File: config.mk
export PLATFORM = sky130hd
export DESIGN_NAME = sdram_access_arbiter
export DESIGN_NICKNAME = d
export VERILOG_FILES = /design/src/rtl/sdram_arb_pkg.sv /design/src/rtl/sdram_arb_watchdog.sv /design/src/rtl/sdram_access_arbiter.sv
export SDC_FILE = /design/constraint.sdc
export NUM_CORES = 1
export LEC_CHECK = 0
export BUFFER_PORTS_ARGS = -buffer_cell sky130_fd_sc_hd__buf_2
export CAP_MARGIN = 40
export CELL_PAD_IN_SITES_DETAIL_PLACEMENT = 2
export CELL_PAD_IN_SITES_GLOBAL_PLACEMENT = 2
export CORE_ASPECT_RATIO = 2
export CORE_MARGIN = 4
export CORE_UTILIZATION = 27
export DETAILED_ROUTE_END_ITERATION = 10
export GPL_TIMING_DRIVEN = 1
export PLACE_DENSITY_LB_ADDON = 0.1
export SLEW_MARGIN = 25
export SYNTH_ARGS = -nofsm -noshare
export SYNTH_HDL_FRONTEND = slang
export SYNTH_HIERARCHICAL = 1
export SYNTH_SLANG_ARGS = --single-unit
File: constraint.sdc
create_clock -name clk -period 2.7 [get_ports clk]
set_clock_uncertainty 0.05 [all_clocks]
set_input_delay 0.81 -clock clk [delete_from_list [all_inputs] [get_ports clk]]
set_output_delay 0.81 -clock clk [all_outputs]
set_load 0.02 [all_outputs]
File: src/rtl/sdram_arb_pkg.sv
`default_nettype none
// ============================================================================
// Module      : sdram_arb_pkg
// Description : Shared types and defaults for the SDRAM access arbiter.
// Revision    : 1.0 - initial release
// ============================================================================
package sdram_arb_pkg;

    localparam int SDRAM_ARB_ADDR_W = 22;
    localparam int SDRAM_ARB_DATA_W = 16;
    localparam int STARVE_W         = 4;

    typedef enum logic [1:0] {
        ST_IDLE    = 2'd0,
        ST_RD_WAIT = 2'd1,
        ST_WR_WAIT = 2'd2
    } arb_state_e;

endpackage
`default_nettype wire

File: src/rtl/sdram_arb_watchdog.sv
`default_nettype none
// ============================================================================
// Module      : sdram_arb_watchdog
// Description : Transaction timeout counter; expire_o flags the last allowed
//               cycle so the owner can abort on the same edge.
// Revision    : 1.0 - initial release
// ============================================================================
module sdram_arb_watchdog #(
    parameter int WD_CYCLES = 255
) (
    input  logic clk,
    input  logic rst,
    input  logic clear_i,
    input  logic enable_i,
    output logic expire_o
);

    localparam int CNT_W = (WD_CYCLES < 2) ? 1 : $clog2(WD_CYCLES);
    localparam logic [CNT_W-1:0] c_limit = CNT_W'(WD_CYCLES - 1);

    logic [CNT_W-1:0] cnt_q;
    logic [CNT_W-1:0] cnt_d;

    always_ff @(posedge clk or negedge rst) begin
        if (!rst) begin
            cnt_q <= '0;
        end else begin
            cnt_q <= cnt_d;
        end
    end

    always_comb begin
        cnt_d = cnt_q;
        if (clear_i) begin
            cnt_d = '0;
        end else if (enable_i && (cnt_q != c_limit)) begin
            cnt_d = cnt_q + 1'b1;
        end
    end

    assign expire_o = enable_i && !clear_i && (cnt_q == c_limit);

endmodule
`default_nettype wire

File: src/rtl/sdram_access_arbiter.sv
`default_nettype none
// ============================================================================
// Module      : sdram_access_arbiter
// Description : Shares the sdram_controller command port between the TFT
//               line-fetch reader and the pixel FIFO writer, read-favoured
//               with bounded write starvation. Optional transaction watchdog
//               enabled by defining SDRAM_ARB_WATCHDOG_EN.
// Revision    : 1.0 - initial release
// ============================================================================
module sdram_access_arbiter
    import sdram_arb_pkg::*;
#(
    parameter int ADDR_W     = SDRAM_ARB_ADDR_W,
    parameter int DATA_W     = SDRAM_ARB_DATA_W,
    parameter int STARVE_MAX = 8,
    parameter int WD_CYCLES  = 255
) (
    input  logic              clk,
    input  logic              rst,
    input  logic              rd_req_i,
    input  logic [ADDR_W-1:0] rd_addr_i,
    output logic              rd_gnt_o,
    output logic [DATA_W-1:0] rd_data_o,
    output logic              rd_valid_o,
    input  logic              wr_req_i,
    input  logic [ADDR_W-1:0] wr_addr_i,
    input  logic [DATA_W-1:0] wr_data_i,
    output logic              wr_gnt_o,
    output logic              wr_done_o,
    input  logic              ctl_busy_i,
    output logic              ctl_rd_enable_o,
    output logic              ctl_wr_enable_o,
    output logic [ADDR_W-1:0] ctl_addr_o,
    output logic [DATA_W-1:0] ctl_wr_data_o,
    input  logic              ctl_rd_valid_i,
    input  logic [DATA_W-1:0] ctl_rd_data_i,
    input  logic              ctl_wr_ack_i,
    output logic              err_o
);

    localparam logic [STARVE_W-1:0] c_starve_max = STARVE_W'(STARVE_MAX);

    if ((STARVE_MAX < 1) || (STARVE_MAX > 15)) begin : g_bad_starve_max
        $error("STARVE_MAX must be in 1..15");
    end
    if (WD_CYCLES < 1) begin : g_bad_wd_cycles
        $error("WD_CYCLES must be at least 1");
    end

    arb_state_e          state_q, state_d;
    logic [STARVE_W-1:0] starve_q, starve_d;
    logic                rd_gnt_q, rd_gnt_d;
    logic                wr_gnt_q, wr_gnt_d;
    logic [ADDR_W-1:0]   ctl_addr_q, ctl_addr_d;
    logic [DATA_W-1:0]   ctl_wr_data_q, ctl_wr_data_d;
    logic [DATA_W-1:0]   rd_data_q, rd_data_d;
    logic                rd_valid_q, rd_valid_d;
    logic                wr_done_q, wr_done_d;
    logic                err_q, err_d;

    logic                w_idle;
    logic                w_issue;
    logic                w_pick_wr;
    logic                w_wd_expire;

    assign w_idle    = (state_q == ST_IDLE);
    assign w_issue   = w_idle && !ctl_busy_i && (rd_req_i || wr_req_i);
    assign w_pick_wr = wr_req_i && (!rd_req_i || (starve_q == c_starve_max));

`ifdef SDRAM_ARB_WATCHDOG_EN
    // Counter is held clear while idle, so every WAIT entry starts from zero.
    sdram_arb_watchdog #(
        .WD_CYCLES (WD_CYCLES)
    ) u_watchdog (
        .clk      (clk),
        .rst      (rst),
        .clear_i  (w_idle),
        .enable_i (!w_idle),
        .expire_o (w_wd_expire)
    );
`else
    assign w_wd_expire = 1'b0;
`endif

    always_ff @(posedge clk or negedge rst) begin
        if (!rst) begin
            state_q       <= ST_IDLE;
            starve_q      <= '0;
            rd_gnt_q      <= 1'b0;
            wr_gnt_q      <= 1'b0;
            ctl_addr_q    <= '0;
            ctl_wr_data_q <= '0;
            rd_data_q     <= '0;
            rd_valid_q    <= 1'b0;
            wr_done_q     <= 1'b0;
            err_q         <= 1'b0;
        end else begin
            state_q       <= state_d;
            starve_q      <= starve_d;
            rd_gnt_q      <= rd_gnt_d;
            wr_gnt_q      <= wr_gnt_d;
            ctl_addr_q    <= ctl_addr_d;
            ctl_wr_data_q <= ctl_wr_data_d;
            rd_data_q     <= rd_data_d;
            rd_valid_q    <= rd_valid_d;
            wr_done_q     <= wr_done_d;
            err_q         <= err_d;
        end
    end

    always_comb begin
        state_d       = state_q;
        starve_d      = starve_q;
        rd_gnt_d      = 1'b0;
        wr_gnt_d      = 1'b0;
        ctl_addr_d    = ctl_addr_q;
        ctl_wr_data_d = ctl_wr_data_q;
        rd_data_d     = rd_data_q;
        rd_valid_d    = 1'b0;
        wr_done_d     = 1'b0;
        err_d         = err_q;

        case (state_q)
            ST_IDLE: begin
                if (w_issue) begin
                    if (w_pick_wr) begin
                        wr_gnt_d      = 1'b1;
                        ctl_addr_d    = wr_addr_i;
                        ctl_wr_data_d = wr_data_i;
                        starve_d      = '0;
                        state_d       = ST_WR_WAIT;
                    end else begin
                        rd_gnt_d   = 1'b1;
                        ctl_addr_d = rd_addr_i;
                        state_d    = ST_RD_WAIT;
                        // Only reads that overtake a waiting write count.
                        if (wr_req_i && (starve_q != c_starve_max)) begin
                            starve_d = starve_q + 1'b1;
                        end
                    end
                end
            end

            ST_RD_WAIT: begin
                if (ctl_rd_valid_i) begin
                    rd_data_d  = ctl_rd_data_i;
                    rd_valid_d = 1'b1;
                    state_d    = ST_IDLE;
                end else if (w_wd_expire) begin
                    err_d   = 1'b1;
                    state_d = ST_IDLE;
                end
            end

            ST_WR_WAIT: begin
                if (ctl_wr_ack_i) begin
                    wr_done_d = 1'b1;
                    state_d   = ST_IDLE;
                end else if (w_wd_expire) begin
                    err_d   = 1'b1;
                    state_d = ST_IDLE;
                end
            end

            default: begin
                state_d = ST_IDLE;
            end
        endcase
    end

    // Grant and command strobe are the same event seen from two sides.
    assign rd_gnt_o        = rd_gnt_q;
    assign ctl_rd_enable_o = rd_gnt_q;
    assign wr_gnt_o        = wr_gnt_q;
    assign ctl_wr_enable_o = wr_gnt_q;
    assign ctl_addr_o      = ctl_addr_q;
    assign ctl_wr_data_o   = ctl_wr_data_q;
    assign rd_data_o       = rd_data_q;
    assign rd_valid_o      = rd_valid_q;
    assign wr_done_o       = wr_done_q;
    assign err_o           = err_q;

endmodule
`default_nettype wire

== After elaboration in Yosys (flattened, before gate mapping) ==
Index checks and enable logic that the tools add are counted.
W data, S select, Z words.
Storage, ports and cells
  output and inout bits: 61
  input port bits: 83
  register bits: 64
  logic and storage cells: 50
Cells by class
  eq/ne operators: 7
  muxes and demuxes: 18
  add/sub/neg operators: 1
  reduce and logical (&&, ||, !) cells: 15
Operator list (count)
  $mux W22: 1
  $mux W1: 10
  $reduce_and A3 Y1: 3
  $mux W2: 4
  $mux W4: 2
  $pmux W2 S3: 1
  $add A4 B1 Y4 const B: 1
  $eq A4 B4 Y1 const B: 1
  $logic_and A1 B1 Y1: 4
  $ne A2 B2 Y1 const B: 2
  $ne A4 B4 Y1 const B: 1
  $reduce_and A2 Y1: 2
  $eq A2 B1 Y1 const B: 1
  $eq A2 B2 Y1 const B: 1
  $logic_not A1 Y1: 2
  $logic_not A2 Y1: 1
  $logic_or A1 B1 Y1: 2
  $ne A2 B1 Y1 const B: 1
  $reduce_bool A2 Y1: 1

== Depth between registers and ports, before layout ==
Gate-level depths: netlist (run 1).
  depth after elaboration: 6
  mapped depth: 7
  mapped depth without buffers: 5

== Worst setup path after synthesis (run 1) ==
Ideal clock, no wire load.
  path kind: input to register
  start point: input port ctl_busy_i
  end point: register ctl_wr_data_q[10] (netlist: ctl_wr_data_o[10])
  path buffers: 2
  path slack: 455 ps
  required time: 2525 ps
  stages on the path: 5
  arrival: 2070 ps
  setup time: 125 ps
  path through: or4b_1 > buf_2 > a21oi_2 > buf_4 > mux2_2
On the way
  cells in the longest elaborated chain, start to end: 4
RTL lines
  from (decl): RTL line sdram_access_arbiter.sv:30  | input logic ctl_busy_i,
  $logic_not A1 Y1: RTL line sdram_access_arbiter.sv:67  | assign w_issue = w_idle && !ctl_busy_i && (rd_req_i || wr_req_i);
  $logic_and A1 B1 Y1 (2 in a row): RTL line sdram_access_arbiter.sv:67
  $reduce_and A3 Y1 (no line)
  to (signal assigned): RTL line sdram_access_arbiter.sv:103  | ctl_wr_data_q <= ctl_wr_data_d;
  to (decl): RTL line sdram_access_arbiter.sv:55  | logic [DATA_W-1:0] ctl_wr_data_q, ctl_wr_data_d;
No other way between the ends.
A chain may end at the register's enable or synchronous reset.

== Worst setup path after layout (run 1) ==
  start point: input port ctl_busy_i
  end point: register ctl_wr_data_q[1] (netlist: ctl_wr_data_o[1])
Same word-level chain as after synthesis.

==> metrics.md, run 1 <==
| Metric | Value |
|---|---|
| FF-to-FF path depth | `4` |
| Worst Path Required | `about 2.9 ns` |
| Final setup TNS | `0 ns` |
| Final Hold Viols | `0` |
| Asr flop ratio synth | `between 90% and 100%` |
| Sw power | `roughly 0.0018 W` |
| Placed cell area | `3570 µm²` |
| Commonest cells post-synth | `64 x dfrtp_1, 32 x mux2_2, 22 x a21boi_0, 22 x a221o_1, 7 x clkbuf_1` |
| Final Cell Area | `a little under 4000 µm²` |
| Worst R2R Setup Slack | `approximately 0.69 ns` |
| TritonCTS Buffers | `9` |
| Grt ovf | `0` |
| Routed len/inst | `between 15 and 20 µm` |
| P per Cell Area | `about 1200 nW/µm²` |
| Netlist cell types | `27` |
| Power share of the combinational group | `40.2%` |
| Compound-cell area share of the yosys netlist | `16.6%` |
| Net count after synthesis | `~280` |
| Layout area overhead | `45.9%` |
| CTS Hold Bufs | `0` |
| Max-slew violation count | `0` |
| Critical path class | `in2reg` |
| Die H | `between 100 and 150 µm` |
| Worst skew pair latency | `0.32 ns` |
| Xor/xnor share of the synthesized area | `0%` |
| Die width | `78.3 µm` |
| Std-Cell Core Area | `9700 µm²` |
| Clock Tree Buf Depth | `2` |
| Vias per std cell | `4.71` |
| Post-route ant nets | `0` |
| Synth area leader | `dfrtp_1` |
| Clock Power Share | `around a quarter` |
| Mux share of post-synthesis cell area | `13.5%` |
| Synth top area share | `between 60% and 70%` |
| Worst slew pin tran | `0.477 ns` |
| Status | `finished, final reports clean` |
| GR Util All Layers | `between 15 and 20%` |
| Die area | `11600 µm²` |
| Sw frac | `between 30% and 40%` |
| HPWL Detailed | `a little under 7000 µm` |
| Post-Synth Simple-Gate Area | `~4.7%` |
| Seq pwr share | `34.0%` |
| Initial DRC Count | `56` |
| Final GP Congestion | `between 0.7 and 0.8` |
| Hold Crit Class | `in2async` |
| Number of flops mapped to enable cells by yosys | `0` |
| Via count | `2238` |
| Utilization after layout | `about 40%` |
| Max FO, Critical Path | `23` |
| Seq/Total Area, Yosys | `roughly 60%` |
| Ys flop type | `dfrtp_1` |
| Pleak | `around 1.9 nW` |
| CTS H-tree depth | `3` |
| Period utilization | `about 77%` |
| RSZ-0062 raised after global routing | `false` |
| Global-route wire length before repair | `~14000 µm` |
| Synth Area in Adders | `less than 1%` |
| Worst VDD drop | `around 0.58 mV` |
| RR Endpoint | `ctl_wr_data_o[1]` |
| Synth Warn # | `6` |
| Setup bufs post-CTS | `0` |
| Ports | `144` |
| Final WS setup | `0.613 ns` |
| Max-capacitance violation count | `0` |
| CTS clk-pin slew, worst paths | `approximately 0.06 ns` |
| Synthesized cell area | `roughly 2700 µm²` |
| Buf/Inv on CP | `2` |
| # clock sinks | `64` |
| # setup viols final | `0` |
| Peak Freq | `approximately 0.48 GHz` |
| Main combinational cell family by area after synthesis | `compound AO/OA/AOI/OAI gates` |
| # nets final | `~420` |
| RR Startpoint | `state_q[1]` |
| Pin count of the biggest net entering global routing | `65` |
| Critical Path, Cell by Cell | `buf_2 > or4b_1 > a21oi_4 > buf_12 > mux2_2` |
| Initial core utilization | `approximately 28%` |
| DRT Wirelength | `9010 µm` |
| CP Launch Point | `ctl_busy_i` |
| Min cycle time layout | `between 2 and 2.5 ns` |
| Initial antenna violation count | `1` |
| Internal power of the cells | `about 0.0030 W` |
| Pre-CTS setup slack | `0.277 ns` |
| Worst Setup Start Kind | `input port` |
| Synthesized area per cell | `around 14 µm²` |
| CP delay by family, top | `simple AND/OR/NAND/NOR gates` |
| Arr. time, crit path | `roughly 2.3 ns` |
| Port Buffers | `about 140` |
| Number of detailed-route iterations in the first pass | `4` |
| Clock root buffer master | `clkbuf_16` |
| CP Capture Type | `flop` |
| Vias in the first global route | `around 2.6k` |
| Most frequent cell after synthesis | `dfrtp_1` |
| CTS tree | `done` |
| Slew HR | `67.4%` |
| Site Rows | `51` |
| Fraction of layout cells with a size suffix above 1 | `59.4%` |
| Post-Syn Instances | `191` |
| CP max stage delay | `around 0.54 ns` |
| Worst path slowest cell | `or4b_1` |
| FF+latch count, synth | `between 60 and 70` |
| Top post-synthesis cells by area | `dfrtp_1 60%, mux2_2 14%, a221o_1 8.3%, a21boi_0 6.2%, buf_4 1.1%` |
| PostCTS Resize Cnt | `0` |
| DR DRC count | `0` |
-- layer usage --
| metal | part of all wire [%] | vias to the layer above | wire, µm | GRT usage [%] |
|---|---|---|---|---|
| met2 | 59 | 87 | 5300 | 30.4 |
| met5 | 0 | - | 0 | 0 |
| met4 | 2.6 | 0 | 230 | 6.92 |
| met3 | 6.0 | 15 | 545 | 5.64 |
| li1 | - | 1008 | - | - |
| met1 | 33 | 1128 | 2930 | 16.0 |
-- kinds of logic after synthesis --
family / after synthesis
AOI/OAI and AO/OA: 52
adders and majority gates: 2
buffers and inverters: 20
other: 1
and+or+nand+nor: 20
muxes: 32
DFF: 64
-- cell type report --
class / count / area (µm²)
antenna: 1 / 2.50
multi-input combinational: 107 / 971
sequential: 64 / 1600
timing repair buffer: 151 / 816
clock inverter: 6 / 93.8
fill: 1071 / 5810
inverter: 4 / 15.0
clock buffer: 10 / 229
tap: 132 / 165
-- registers in the layout, indices dropped and copies added, names as in the netlist --
signal           flops
ctl_addr_o          22
state_q              2
starve_q             4
rd_valid_o           1
wr_done_o            1
ctl_rd_enable_o      1
rd_data_o           16
ctl_wr_data_o       16
ctl_wr_enable_o      1
-- placed cells by master, fill, tap and decap left out, types with 3 or more instances in the layout --
cell	Yosys	routed
clkinv_4	0	3
nand3_1	3	3
clkbuf_16	0	9
mux2_2	32	32
dfrtp_1	64	64
a221o_1	22	22
buf_4	4	6
o21ai_0	4	4
a21boi_0	22	22
buf_2	3	142
buf_12	0	3
inv_1	4	4
nand2_1	3	3
-- how the worst max path moves through the flow --
stage,endpoint,slack [ns],cells past startpoint
final,ctl_wr_data_o[1],0.61,5
after global routing,ctl_wr_data_o[1],0.58,5
after floorplan,ctl_wr_data_o[10],0.46,5
after global placement,ctl_wr_data_o[3],0.28,5
after detailed placement,ctl_wr_data_o[3],0.28,5
after CTS,ctl_wr_data_o[1],0.62,5
-- through the flow --
step / hold slack (ns) / power (W) / instances
global placement: 0.435 / 0.00358 / 458
global route: 0.460 / 0.00515 / 475
CTS: 0.452 / 0.00493 / 474
finish: 0.438 / 0.00483 / 475
floorplan: 0.434 / 0.00283 / 191
detailed placement: 0.439 / 0.00364 / 458
-- power groups by stage --
stage	sequential [W]	combinational (W)	clock, W
5_1_grt	0.00171	0.00210	0.00134
4_1_cts	0.00165	0.00199	0.00129
3_3_place_gp	0.00164	0.00194	0
6_report	0.00164	0.00194	0.00125
2_1_floorplan	0.00214	0.000691	0
3_5_place_dp	0.00166	0.00198	0
Note: power is estimated with default switching activity, not from simulation.
==> run 2, diff against run 1 <==
==> constraint.sdc (replaced) <==
create_clock -name clk -period 2.1 [get_ports clk]
set_clock_uncertainty 0.05 [all_clocks]
set_input_delay 0.63 -clock clk [delete_from_list [all_inputs] [get_ports clk]]
set_output_delay 0.63 -clock clk [all_outputs]
set_load 0.02 [all_outputs]
==> run 2 against run 1 <==
First-iteration DRC count up 59%. Cell area up 0.39%. Global-route usage down 0.73 points. Sequential power up 28%.
==> metrics.md, run 2 (synthesis gave the netlist of run 1 again) <==
| Metric | Value |
|---|---|
| DR DRC count | `0` |
| Fraction of layout cells with a size suffix above 1 | `60.1%` |
| TritonCTS Buffers | `9` |
| Period utilization | `just over 90%` |
| Initial antenna violation count | `1` |
| Via count | `approximately 2.2k` |
| RSZ-0062 raised after global routing | `false` |
| CP Capture Type | `flop` |
| CP delay by family, top | `simple AND/OR/NAND/NOR gates` |
| Vias per std cell | `~4.6` |
| Global-route wire length before repair | `~14000 µm` |
| # nets final | `about 430` |
| Number of flip-flops in the largest register | `22` |
| Routed len/inst | `approximately 18 µm` |
| # clock sinks | `64` |
| Setup bufs post-CTS | `0` |
| Critical path class | `reg2reg` |
| Final GP Congestion | `~0.74` |
| CTS clk-pin slew, worst paths | `about 0.050 ns` |
| Clock Tree Buf Depth | `2` |
| Initial core utilization | `27.5%` |
| Peak Freq | `0.517 GHz` |
| Status | `finished, final reports clean` |
| Worst Path Required | `around 2.3 ns` |
| Max-capacitance violation count | `0` |
| Port Buffers | `between 100 and 150` |
| DRT Wirelength | `around 8700 µm` |
| Critical Path, Cell by Cell | `or4b_1 > a21oi_4 > buf_12 > mux2_2` |
| Die width | `between 70 and 80 µm` |
| Vias in the first global route | `between 2k and 3k` |
| Final Hold Viols | `0` |
| P per Cell Area | `1580 nW/µm²` |
| Most frequent cells in the layout | `142 x buf_2, 64 x dfrtp_1, 32 x mux2_2, 22 x a21boi_0, 22 x a221o_1` |
| Worst skew pair latency | `approximately 0.32 ns` |
| Final WS setup | `about 0.16 ns` |
| Pin count of the biggest net entering global routing | `65` |
| CTS tree | `done` |
| RR Startpoint | `state_q[0]` |
| Clock root buffer master | `clkbuf_16` |
| Arr. time, crit path | `~2.1 ns` |
| Worst VDD drop | `about 0.64 mV` |
| Die H | `around 150 µm` |
| Max FO, Critical Path | `18` |
| Initial DRC Count | `89` |
| Commonest non-fill, non-tap cell in the layout | `buf_2` |
| Std-Cell Core Area | `between 9000 and 10000 µm²` |
| Site Rows | `51` |
| HPWL Detailed | `approximately 6700 µm` |
| Grt ovf | `0` |
| Buf/Inv on CP | `1` |
| CP Launch Point | `state_q[0]` |
| Pleak | `approximately 2 nW` |
| CP max stage delay | `0.62 ns` |
| Hold Crit Class | `in2async` |
| PostCTS Resize Cnt | `0` |
| Die area | `11600 µm²` |
| Min cycle time layout | `1.94 ns` |
| Worst path slowest cell | `or4b_1` |
| Pre-CTS setup slack | `-0.120 ns` |
| Worst Setup Start Kind | `flop` |
| # setup viols final | `0` |
| CTS H-tree depth | `3` |
| GR Util All Layers | `roughly 16%` |
| Filler Cell Count | `1059` |
| Layout area overhead | `46.5%` |
| CTS Hold Bufs | `0` |
| Number of detailed-route iterations in the first pass | `4` |
| Final setup TNS | `0 ns` |
| Max-slew violation count | `0` |
| Ports | `about 140` |
| Post-route ant nets | `0` |
[run 2: worst reg2reg max path, delay by kind of cell, from the launching register on]
family                 cells  cell delay, ns
buffers and inverters      1            0.18
AOI/OAI and AO/OA          1            0.19
DFF                        1            0.43
muxes                      1            0.35
and+or+nand+nor            1            0.62
[run 2: area by class of cell]
class,count,area [µm²],share of cell area [%]
flip-flops and latches,64,1600,41.0
multi-input cells,107,971,24.8
repair buffers,155,833,21.3
clock buffers,9,225,5.76
well taps,132,165,4.23
clock inverters,7,95.1,2.43
inverters,4,15.0,0.384
diodes,1,2.50,0.0640
[run 2: final timing paths]
kind / end / slack [ns] / cells after the start
setup / recovery: ctl_wr_data_o[14] / 0.16 / 4
hold / removal: ctl_addr_o[10] / 0.25 / 2
setup reg to reg: ctl_wr_data_o[14] / 0.16 / 4
hold reg to reg: rd_data_o[11] / 0.45 / 1
max in group asynchronous: state_q[1] / 1.44 / 2
min in group clk: rd_data_o[11] / 0.45 / 1
[run 2: stage by stage]
step,total power (W),area (µm²),cells,utilization (%),hold WS [ns]
2_1_floorplan,0.00364,2670,191,-,0.284
3_3_place_gp,0.00459,3590,462,37.0,0.434
3_5_place_dp,0.00467,3590,462,37.0,0.442
4_1_cts,0.00631,3910,478,40.3,0.285
5_1_grt,0.00659,3910,479,40.3,0.284
6_report,0.00619,3910,479,40.3,0.253
[run 2: report_power, final]
part | internal [W] | leakage [nW] | switching, W
registers | 0.00180 | 0.786 | 0.000295
clock network | 0.00104 | 0.156 | 0.000556
logic | 0.00106 | 1.02 | 0.00143
total | 0.00390 | 1.96 | 0.00228
[run 2: routing by layer]
metal	part of all wire, %	vias to the layer above	GRT usage (%)
met5	0	-	0
met4	1.2	0	5.60
met3	6.9	8	5.09
met2	57	79	28.9
met1	35	1105	16.1
li1	-	1014	-
